**config.mk**
```make
export PLATFORM = sky130hd
export DESIGN_NAME = cdu_read_counter
export DESIGN_NICKNAME = d
export VERILOG_FILES = /design/src/rtl/cdu_pkg.sv /design/src/rtl/cdu_read_channel.sv /design/src/rtl/cdu_read_counter.sv
export SDC_FILE = /design/constraint.sdc
export NUM_CORES = 1
export LEC_CHECK = 0
export CORE_UTILIZATION = 42
export CTS_BUF_LIST = sky130_fd_sc_hd__clkbuf_8
export DETAILED_ROUTE_END_ITERATION = 8
export GPL_ROUTABILITY_DRIVEN = 1
export PLACE_DENSITY = 0.65
export SLEW_MARGIN = 30
export SYNTH_ARGS = -nofsm -noshare
export SYNTH_HDL_FRONTEND = slang
export SYNTH_SLANG_ARGS = --single-unit
```
**constraint.sdc**
```tcl
create_clock -name CLOCKH -period 10 [get_ports CLOCKH]
set_input_delay 2.5 -clock CLOCKH [delete_from_list [all_inputs] [get_ports CLOCKH]]
set_output_delay 2.5 -clock CLOCKH [all_outputs]
set_load 0.1 [all_outputs]
```
**src/rtl/cdu_pkg.sv**
```systemverilog
// cdu_pkg: shared types and helpers for the CDU
// read-counter stage and its per-channel slices.
package cdu_pkg;

  localparam logic DIR_PLUS  = 1'b0;
  localparam logic DIR_MINUS = 1'b1;

  typedef enum logic {
    S_IDLE,
    S_REQ
  } cdu_state_e;

  function automatic int chan_w(input int n);
    return (n <= 1) ? 1 : $clog2(n);
  endfunction

  // Clip a sum into the signed w-bit range.
  function automatic int sat_add(
    input int sum,
    input int w
  );
    int hi;
    int lo;
    hi = (1 << (w - 1)) - 1;
    lo = -(1 << (w - 1));
    if (sum > hi) return hi;
    if (sum < lo) return lo;
    return sum;
  endfunction

endpackage

```
**src/rtl/cdu_read_channel.sv**
```systemverilog
// cdu_read_channel: one channel's angle register,
// signed pending-increment count and sticky overflow.
module cdu_read_channel
  import cdu_pkg::*;
#(
  parameter int WIDTH  = 16,
  parameter int PEND_W = 6
) (
  input  logic              clk_i,
  input  logic              rst_i,
  input  logic              step_i,
  input  logic              up_i,
  input  logic              dn_i,
  input  logic              ack_i,
  input  logic              ack_dir_i,
  input  logic              zero_i,
  output logic [WIDTH-1:0]  angle_o,
  output logic [PEND_W-1:0] pend_o,
  output logic              ovf_o
);

  logic [WIDTH-1:0]  angle_q, angle_d;
  logic [PEND_W-1:0] pend_q, pend_d;
  logic              ovf_q, ovf_d;

  int d;
  int a;
  int sum;
  int clip;

  always_comb begin
    d = 0;
    if (step_i && up_i && !dn_i) d = 1;
    else if (step_i && dn_i && !up_i) d = -1;

    // A granted PINC removes a +1 from pending, MINC a -1.
    a = 0;
    if (ack_i) a = (ack_dir_i == DIR_MINUS) ? 1 : -1;

    sum  = int'($signed(pend_q)) + d + a;
    clip = sat_add(sum, PEND_W);

    angle_d = angle_q + WIDTH'(d);
    pend_d  = PEND_W'(clip);
    ovf_d   = ovf_q | (clip != sum);

    if (zero_i) begin
      angle_d = '0;
      pend_d  = '0;
      ovf_d   = 1'b0;
    end
  end

  always_ff @(posedge clk_i) begin
    if (rst_i) begin
      angle_q <= '0;
      pend_q  <= '0;
      ovf_q   <= 1'b0;
    end else begin
      angle_q <= angle_d;
      pend_q  <= pend_d;
      ovf_q   <= ovf_d;
    end
  end

  assign angle_o = angle_q;
  assign pend_o  = pend_q;
  assign ovf_o   = ovf_q;

endmodule

```
**src/rtl/cdu_read_counter.sv**
```systemverilog
// cdu_read_counter: N-channel angle integrator with
// round-robin, flow-controlled AGC increment requests.
module cdu_read_counter
  import cdu_pkg::*;
#(
  parameter  int NCHAN  = 5,
  parameter  int WIDTH  = 16,
  parameter  int PEND_W = 6,
  localparam int CW     = chan_w(NCHAN)
) (
  input  logic                   CLOCKH,
  input  logic                   rst,
  input  logic                   step_en,
  input  logic [NCHAN-1:0]       UPLVL,
  input  logic [NCHAN-1:0]       DNLVL,
  input  logic [NCHAN-1:0]       CCDUZ,
  output logic [NCHAN*WIDTH-1:0] angle,
  output logic                   inc_req,
  output logic                   inc_dir,
  output logic [CW-1:0]          inc_chan,
  input  logic                   inc_ack,
  output logic [NCHAN-1:0]       pend_ovf
);

  cdu_state_e state_q, state_d;
  logic [CW-1:0] rr_q, rr_d;
  logic [CW-1:0] chan_q, chan_d;
  logic          dir_q, dir_d;
  logic          cancel_q, cancel_d;

  logic [PEND_W-1:0] pend_w [NCHAN];
  logic [CW-1:0]     idx;
  logic              found;
  logic              ack_fire;

  // A cancelled request still completes, but moves nothing.
  assign ack_fire = (state_q == S_REQ) && inc_ack && !cancel_q;

  for (genvar g = 0; g < NCHAN; g++) begin : g_ch
    cdu_read_channel #(
      .WIDTH (WIDTH),
      .PEND_W(PEND_W)
    ) u_ch (
      .clk_i    (CLOCKH),
      .rst_i    (rst),
      .step_i   (step_en),
      .up_i     (UPLVL[g]),
      .dn_i     (DNLVL[g]),
      .ack_i    (ack_fire && (chan_q == CW'(g))),
      .ack_dir_i(dir_q),
      .zero_i   (CCDUZ[g]),
      .angle_o  (angle[g*WIDTH +: WIDTH]),
      .pend_o   (pend_w[g]),
      .ovf_o    (pend_ovf[g])
    );
  end

  always_comb begin
    state_d  = state_q;
    rr_d     = rr_q;
    chan_d   = chan_q;
    dir_d    = dir_q;
    cancel_d = cancel_q;
    found    = 1'b0;
    idx      = '0;
    unique case (state_q)
      S_IDLE: begin
        for (int k = 1; k <= NCHAN; k++) begin
          idx = CW'((int'(rr_q) + k) % NCHAN);
          if (!found && (pend_w[idx] != '0)
              && !CCDUZ[idx]) begin
            found  = 1'b1;
            chan_d = idx;
            dir_d  = pend_w[idx][PEND_W-1];
          end
        end
        if (found) begin
          state_d  = S_REQ;
          cancel_d = 1'b0;
        end
      end
      S_REQ: begin
        if (CCDUZ[chan_q]) cancel_d = 1'b1;
        if (inc_ack) begin
          state_d = S_IDLE;
          rr_d    = chan_q;
        end
      end
    endcase
  end

  always_ff @(posedge CLOCKH) begin
    if (rst) begin
      state_q  <= S_IDLE;
      rr_q     <= CW'(NCHAN - 1);
      chan_q   <= '0;
      dir_q    <= DIR_PLUS;
      cancel_q <= 1'b0;
    end else begin
      state_q  <= state_d;
      rr_q     <= rr_d;
      chan_q   <= chan_d;
      dir_q    <= dir_d;
      cancel_q <= cancel_d;
    end
  end

  assign inc_req  = (state_q == S_REQ);
  assign inc_dir  = dir_q;
  assign inc_chan = chan_q;

endmodule

```
# Word level (Yosys, flattened, before mapping)
# Cells that the tools add are included.
# word_totals
register_bits	124
in_bits	19
# classes
addsub	20
n_div	5
n_lt_le_gt_ge	21
eq_ne	11
n_mux	104
n_bitwise	11
reduce_logical	71
# op_table
op	count
$mux W32	31
$add A32 B32 Y32	5
$add A6 B32 Y32	5
$gt A32 B6 Y1 const B	5
$lt A32 B6 Y1 const B	5
$mod A32 B4 Y32 const B	5
$ne A32 B32 Y1	5
$bmux W6 S3	5
$add A16 B16 Y16	5
$mux W6	10
$mux W1	40
$logic_and A1 B1 Y1	36
$reduce_bool A6 Y1	5
$mux W5	5
$lt A3 B4 Y1 const B	6
$ge A4 B4 Y1 const B	5
$logic_not A1 Y1	20
$not A3 Y4	5
$bmux W1 S3	6
$mux W3	5
$reduce_or A2 Y1	5
$add A3 B2 Y4 const B	2
$add A3 B3 Y4 const B	2
$eq A3 B2 Y1 const B	2
11 further kinds	18

# Depth between registers and ports, before layout
# depth
word_depth	32
mapped_depth	23
depth_no_buf	23

# Cells and area by module
# Synthesis repeated with hierarchy kept, for this count alone.
# unflattened
hier_cells	1713
hier_area_um2	14435.1
# by_module_without_submodules
module	n_inst	cells_per_inst	area_each_um2
cdu_read_channel (g_ch[1].u_ch ...)	4	258	2275.9
cdu_read_counter	1	436	3129.3
cdu_read_channel (g_ch[0].u_ch)	1	245	2202.1

# Least setup slack after synthesis
# No wires, ideal clock.
# synth_path
path_kind	input port to flip-flop
start	input inc_ack
end	register g_ch[3].u_ch.pend_q[3]
arrival_time_ns	8.312
required_time_ns	9.929
path_slack_ns	1.618
stages	20
cell_sequence	nand2_1 nor2_1 nand2_1 nor3_1 inv_1 fa_1 inv_1 ha_1 o21ai_0 nand2b_1 fa_1 fa_1 or4_1 nor2_1 nand4b_1 or4_1 or2_2 ha_1 or2_2 a21oi_1
# synth_via
elab_chain_cells	10
elab_cells_between_ends	14
classes_between	add/sub (1); order compare (2); mux (8); reduce/logical (3)
# synth_lines
item	line	rtl
from (decl)	cdu_read_counter.sv:21	input logic inc_ack,
$logic_and A1 B1 Y1 * (2 in a row)	cdu_read_counter.sv:37	assign ack_fire = (state_q == S_REQ) && inc_ack && !cancel_q;
$logic_and A1 B1 Y1 *	cdu_read_counter.sv:49	.ack_i (ack_fire && (chan_q == CW'(g))),
$mux W32 *	cdu_read_channel.sv:38	if (ack_i) a = (ack_dir_i == DIR_MINUS) ? 1 : -1;
$add A32 B32 Y32 *	cdu_read_channel.sv:40	sum = int'($signed(pend_q)) + d + a;
$gt A32 B6 Y1 / $lt A32 B6 Y1 (equally long branches)	cdu_pkg.sv:26, cdu_pkg.sv:27	
$mux W5 / $mux W1 (equally long branches)	cdu_pkg.sv:26, cdu_pkg.sv:27	
$mux W32 / $mux W1 (equally long branches)	cdu_pkg.sv:27	if (sum < lo) return lo;
$mux W32	cdu_pkg.sv:28	return sum;
$mux W32 *	cdu_pkg.sv:27	
to (signal assigned)	cdu_read_channel.sv:61	pend_q <= pend_d;
to (decl)	cdu_read_channel.sv:23	logic [PEND_W-1:0] pend_q, pend_d;
# Mark *: on every way between the ends. The rest lies on a longest branch, timed or not. The select of a mux whose other input is x is not followed.
# A chain may end at the register's enable or synchronous reset.

# Worst setup path after layout
# layout_path
start	input inc_ack
end	register g_ch[4].u_ch.pend_q[3]
# layout_via
elab_chain_cells	10
elab_cells_between_ends	14
classes_between	add/sub (1); order compare (2); mux (8); reduce/logical (3)
# layout_lines
item	line
$logic_and A1 B1 Y1 * (2 in a row)	cdu_read_counter.sv:37
$logic_and A1 B1 Y1 *	cdu_read_counter.sv:49
$mux W32 *	cdu_read_channel.sv:38
$add A32 B32 Y32 *	cdu_read_channel.sv:40
$gt A32 B6 Y1 / $lt A32 B6 Y1 (equally long branches)	cdu_pkg.sv:26, cdu_pkg.sv:27
$mux W5 / $mux W1 (equally long branches)	cdu_pkg.sv:26, cdu_pkg.sv:27
$mux W32 / $mux W1 (equally long branches)	cdu_pkg.sv:27
$mux W32	cdu_pkg.sv:28
$mux W32 *	cdu_pkg.sv:27
to (signal assigned)	cdu_read_channel.sv:61
to (decl)	cdu_read_channel.sv:23
# Marked as above.

==> qor.csv <==
metric;value;unit
status;completed;
worstPathCellList;clkdlybuf4s50_1 -> nand2_1 -> nor2_1 -> nand3_1 -> nor2_1 -> inv_1 -> fa_1 -> inv_1 -> ha_1 -> nor2b_1 -> o21ai_0 -> nand2b_1 -> fa_1 -> fa_1 -> nor4b_1 -> nand3_1 -> nor4b_1 -> nand3_1 -> or2_2 -> ha_1 -> or2_2 -> a21oi_1;
cts_root_buf;clkbuf_8;
fmax;113;MHz
min_from;g_ch[1].u_ch.ovf_o$_SDFF_PP0_;
nNetsFinal;1827;
overflow;0;
worstPathArrival;9240;ps
cts_setup_buffers;0;
period_share;0.886;
drtPass1Iterations;5;
rows;64;
h-tree-depth;4;
rr_worst_depth;21;
synth_area;13100;um^2
routed_wl;31100;um
clk_latency;450;ps
required;10370;ps
num_vias;11000;
leakage;6.65;nW
cts.sink_count;124;
grt_setup_unrepaired;false;
dp_slack;658;ps
die_x;178;um
path_clk_slew;70;ps
setup_viol;0;
synth.distinct_cells;90;
grt_max_degree;29;
ant_nets;0;
numCtsBuffers;17;
finalHoldViolations;0;
powerDensity;139;nW/um^2
antenna_found_initial;0;
cap_viol_max_count;0;
dieHeight;178;um
syn_area_per_cell;8.87;um^2
synthArstFlopShare;0;
vias_per_cell;5.58;
n_fill_cell;2963;
drive_above_1_share;0.0656;
hold-path-cell-count;2;
tightest_slew;1050;ps
critical_path_class;input pin to flip-flop;
reg2reg_slack;3220;ps
vdd_drop_max;0.0785;mV
finalCriticalPeriod;8860;ps
grt_util_all_layers;0.203;
syn-num-nets;1728;
portBuffers;108;
maxSlewViolCount;0;
slowest_delay;920;ps
fin_util;0.489;
ys_warn_count;0;
yosysSeqAreaShare;0.190;
grt_pass1_vias;10800;
netlist_instances;1473;
wire_per_inst;15.7;um
critical_path.max_fanout;9;
holdPathEnd;g_ch[1].u_ch.ovf_o$_SDFF_PP0_;
setup.worst_path.end_class;flip-flop;
grt_pass1_wl;52400;um
routabilityCongestion;0.876;
ys_ff_latch;124;
fin_setup_tns;0;ps
finalClockSkew;14.8;ps
syn_to_final_growth;14.4;%
die-area;31800;um^2
setup_slack;1140;ps
worstSetupStartpointType;input pin;
maxSlewHeadroom;0.299;
ios;109;
core_area;30600;um^2
initial_core_util;0.427;
ys.flop_type;dfxtp_1;
cts_tree;yes;
hold_path.class;flip-flop to flip-flop;
hpwl;24500;um
cts_hold_buf;0;
cts-resized-gates;0;
r2r-start;inc_req$_SDFF_PP0_;
cts_buffer_depth;2;
synth_edf_count;0;
drt_iter0_markers;841;
r2r_end;g_ch[4].u_ch.pend_o[3]$_SDFF_PP0_;
cp_slowest_cell;fa_1;
n_antenna_cell;0;
route.detailed.drc;0;
==> worst max path at each step <==
stage	start	cells after the start	slack [ps]	endpoint
2_1_floorplan	inc_ack	20	1620	g_ch[3].u_ch.pend_o[3]$_SDFF_PP0_
3_3_place_gp	inc_ack	22	870	g_ch[4].u_ch.pend_o[3]$_SDFF_PP0_
3_5_place_dp	inc_ack	22	660	g_ch[4].u_ch.pend_o[3]$_SDFF_PP0_
4_1_cts	inc_ack	22	1140	g_ch[4].u_ch.pend_o[3]$_SDFF_PP0_
5_1_grt	inc_ack	22	570	g_ch[4].u_ch.pend_o[3]$_SDFF_PP0_
6_report	inc_ack	22	1140	g_ch[4].u_ch.pend_o[3]$_SDFF_PP0_
==> power by group <==
group | leakage, nW | switching [mW] | internal (mW)
Sequential | 1.01 | 0.0429 | 0.527
Combinational | 5.44 | 0.653 | 0.401
Clock | 0.194 | 0.220 | 0.235
Total | 6.65 | 0.916 | 1.16
==> critical path: cells and delay by family <==
| kind | cells | cell delay (ps) |
|---|---|---|
| adders and majority gates | 5 | 2590 |
| and+or+nand+nor | 12 | 2590 |
| buffers and inverters | 3 | 990 |
| AOI/OAI and AO/OA | 2 | 560 |
==> cell usage after synthesis, drive strengths merged, types with 6 or more instances <==
cell type	count	area share
a221oi	8	0.0068
inv	97	0.028
buf	13	0.0071
nor2	135	0.039
o31ai	11	0.0063
a21o	61	0.035
nor4	18	0.0086
or2	21	0.010
and2	13	0.0062
o21a	8	0.0046
nor4b	8	0.0054
o211ai	9	0.0052
nor3	47	0.018
a21boi	15	0.0086
nand4b	15	0.010
a21oi	95	0.038
mux2i	16	0.012
nor2b	22	0.011
nand4	23	0.011
dfxtp	124	0.19
o31a	6	0.0040
nand2b	52	0.025
or3	15	0.0072
and3	8	0.0039
nand3	28	0.011
clkbuf	30	0.0086
or4	16	0.0092
a211oi	8	0.0054
xnor2	50	0.037
fa	100	0.15
xor2	41	0.027
ha	136	0.13
a31oi	19	0.0091
nand2	52	0.016
o21bai	7	0.0043
o21ai	63	0.024
==> area by class of cell <==
class / instances / area (um^2) / area share
Clock inverter: 13 / 140 / 0.00937
Inverter: 98 / 370 / 0.0248
Timing Repair Buffer: 123 / 1190 / 0.0795
Tap cell: 396 / 495 / 0.0331
Clock buffer: 19 / 262 / 0.0175
Multi-Input combinational cell: 1208 / 10000 / 0.670
Sequential cell: 124 / 2480 / 0.166
==> per-stage QoR <==
step / area (um^2) / total power, mW / hold WS, ps / cells
2_1_floorplan: 13100 / 1.40 / 440 / 1473
3_3_place_gp: 14600 / 1.61 / 459 / 1949
3_5_place_dp: 14600 / 1.62 / 461 / 1949
4_1_cts: 15000 / 2.09 / 476 / 1981
5_1_grt: 14900 / 2.23 / 493 / 1981
6_report: 14900 / 2.08 / 472 / 1981
==> cells by family after synthesis <==
family,after synthesis,share of synthesized area
buf+inv,141,0.0440
flops,124,0.190
fa+ha+maj,237,0.284
simple gates,488,0.199
compound gates,366,0.193
xor+xnor,91,0.0644
mux,26,0.0252
==> registers in the layout (all words and copies together) (netlist names) <==
name / flops
inc_chan: 3
g_ch.u_ch.ovf_o: 5
inc_req: 1
rr_q: 3
g_ch.u_ch.pend_o: 30
g_ch.u_ch.angle_o: 80
cancel_q: 1
inc_dir: 1
==> cells in the final DEF (no fill, tap or decap), types with 16 or more instances in the layout <==
cell type | Yosys | layout
ha_1 | 136 | 136
clkdlybuf4s50_1 | 0 | 107
or4_1 | 16 | 16
a21oi_1 | 93 | 93
nor4_1 | 18 | 18
a21o_1 | 61 | 61
a31oi_1 | 19 | 19
or2_2 | 20 | 20
dfxtp_1 | 124 | 124
o21ai_0 | 62 | 62
nor2_1 | 135 | 135
nand4_1 | 23 | 23
nor3_1 | 47 | 47
fa_1 | 100 | 100
nand3_1 | 28 | 28
inv_1 | 96 | 96
xnor2_1 | 47 | 47
nor2b_1 | 22 | 22
mux2i_1 | 16 | 16
xor2_1 | 41 | 41
clkbuf_8 | 0 | 19
nand2_1 | 51 | 51
nand2b_1 | 52 | 52
==> layer usage <==
| metal | GRT usage | wire, um | vias up | share of wire |
|---|---|---|---|---|
| met5 | 0 | 0 | - | 0 |
| met1 | 0.265 | 14400 | 5291 | 0.46 |
| met3 | 0.0377 | 1210 | 41 | 0.039 |
| met4 | 0.0706 | 748 | 0 | 0.024 |
| met2 | 0.336 | 14700 | 223 | 0.47 |
| li1 | - | - | 5494 | - |
(Power assumes the default switching activity.)
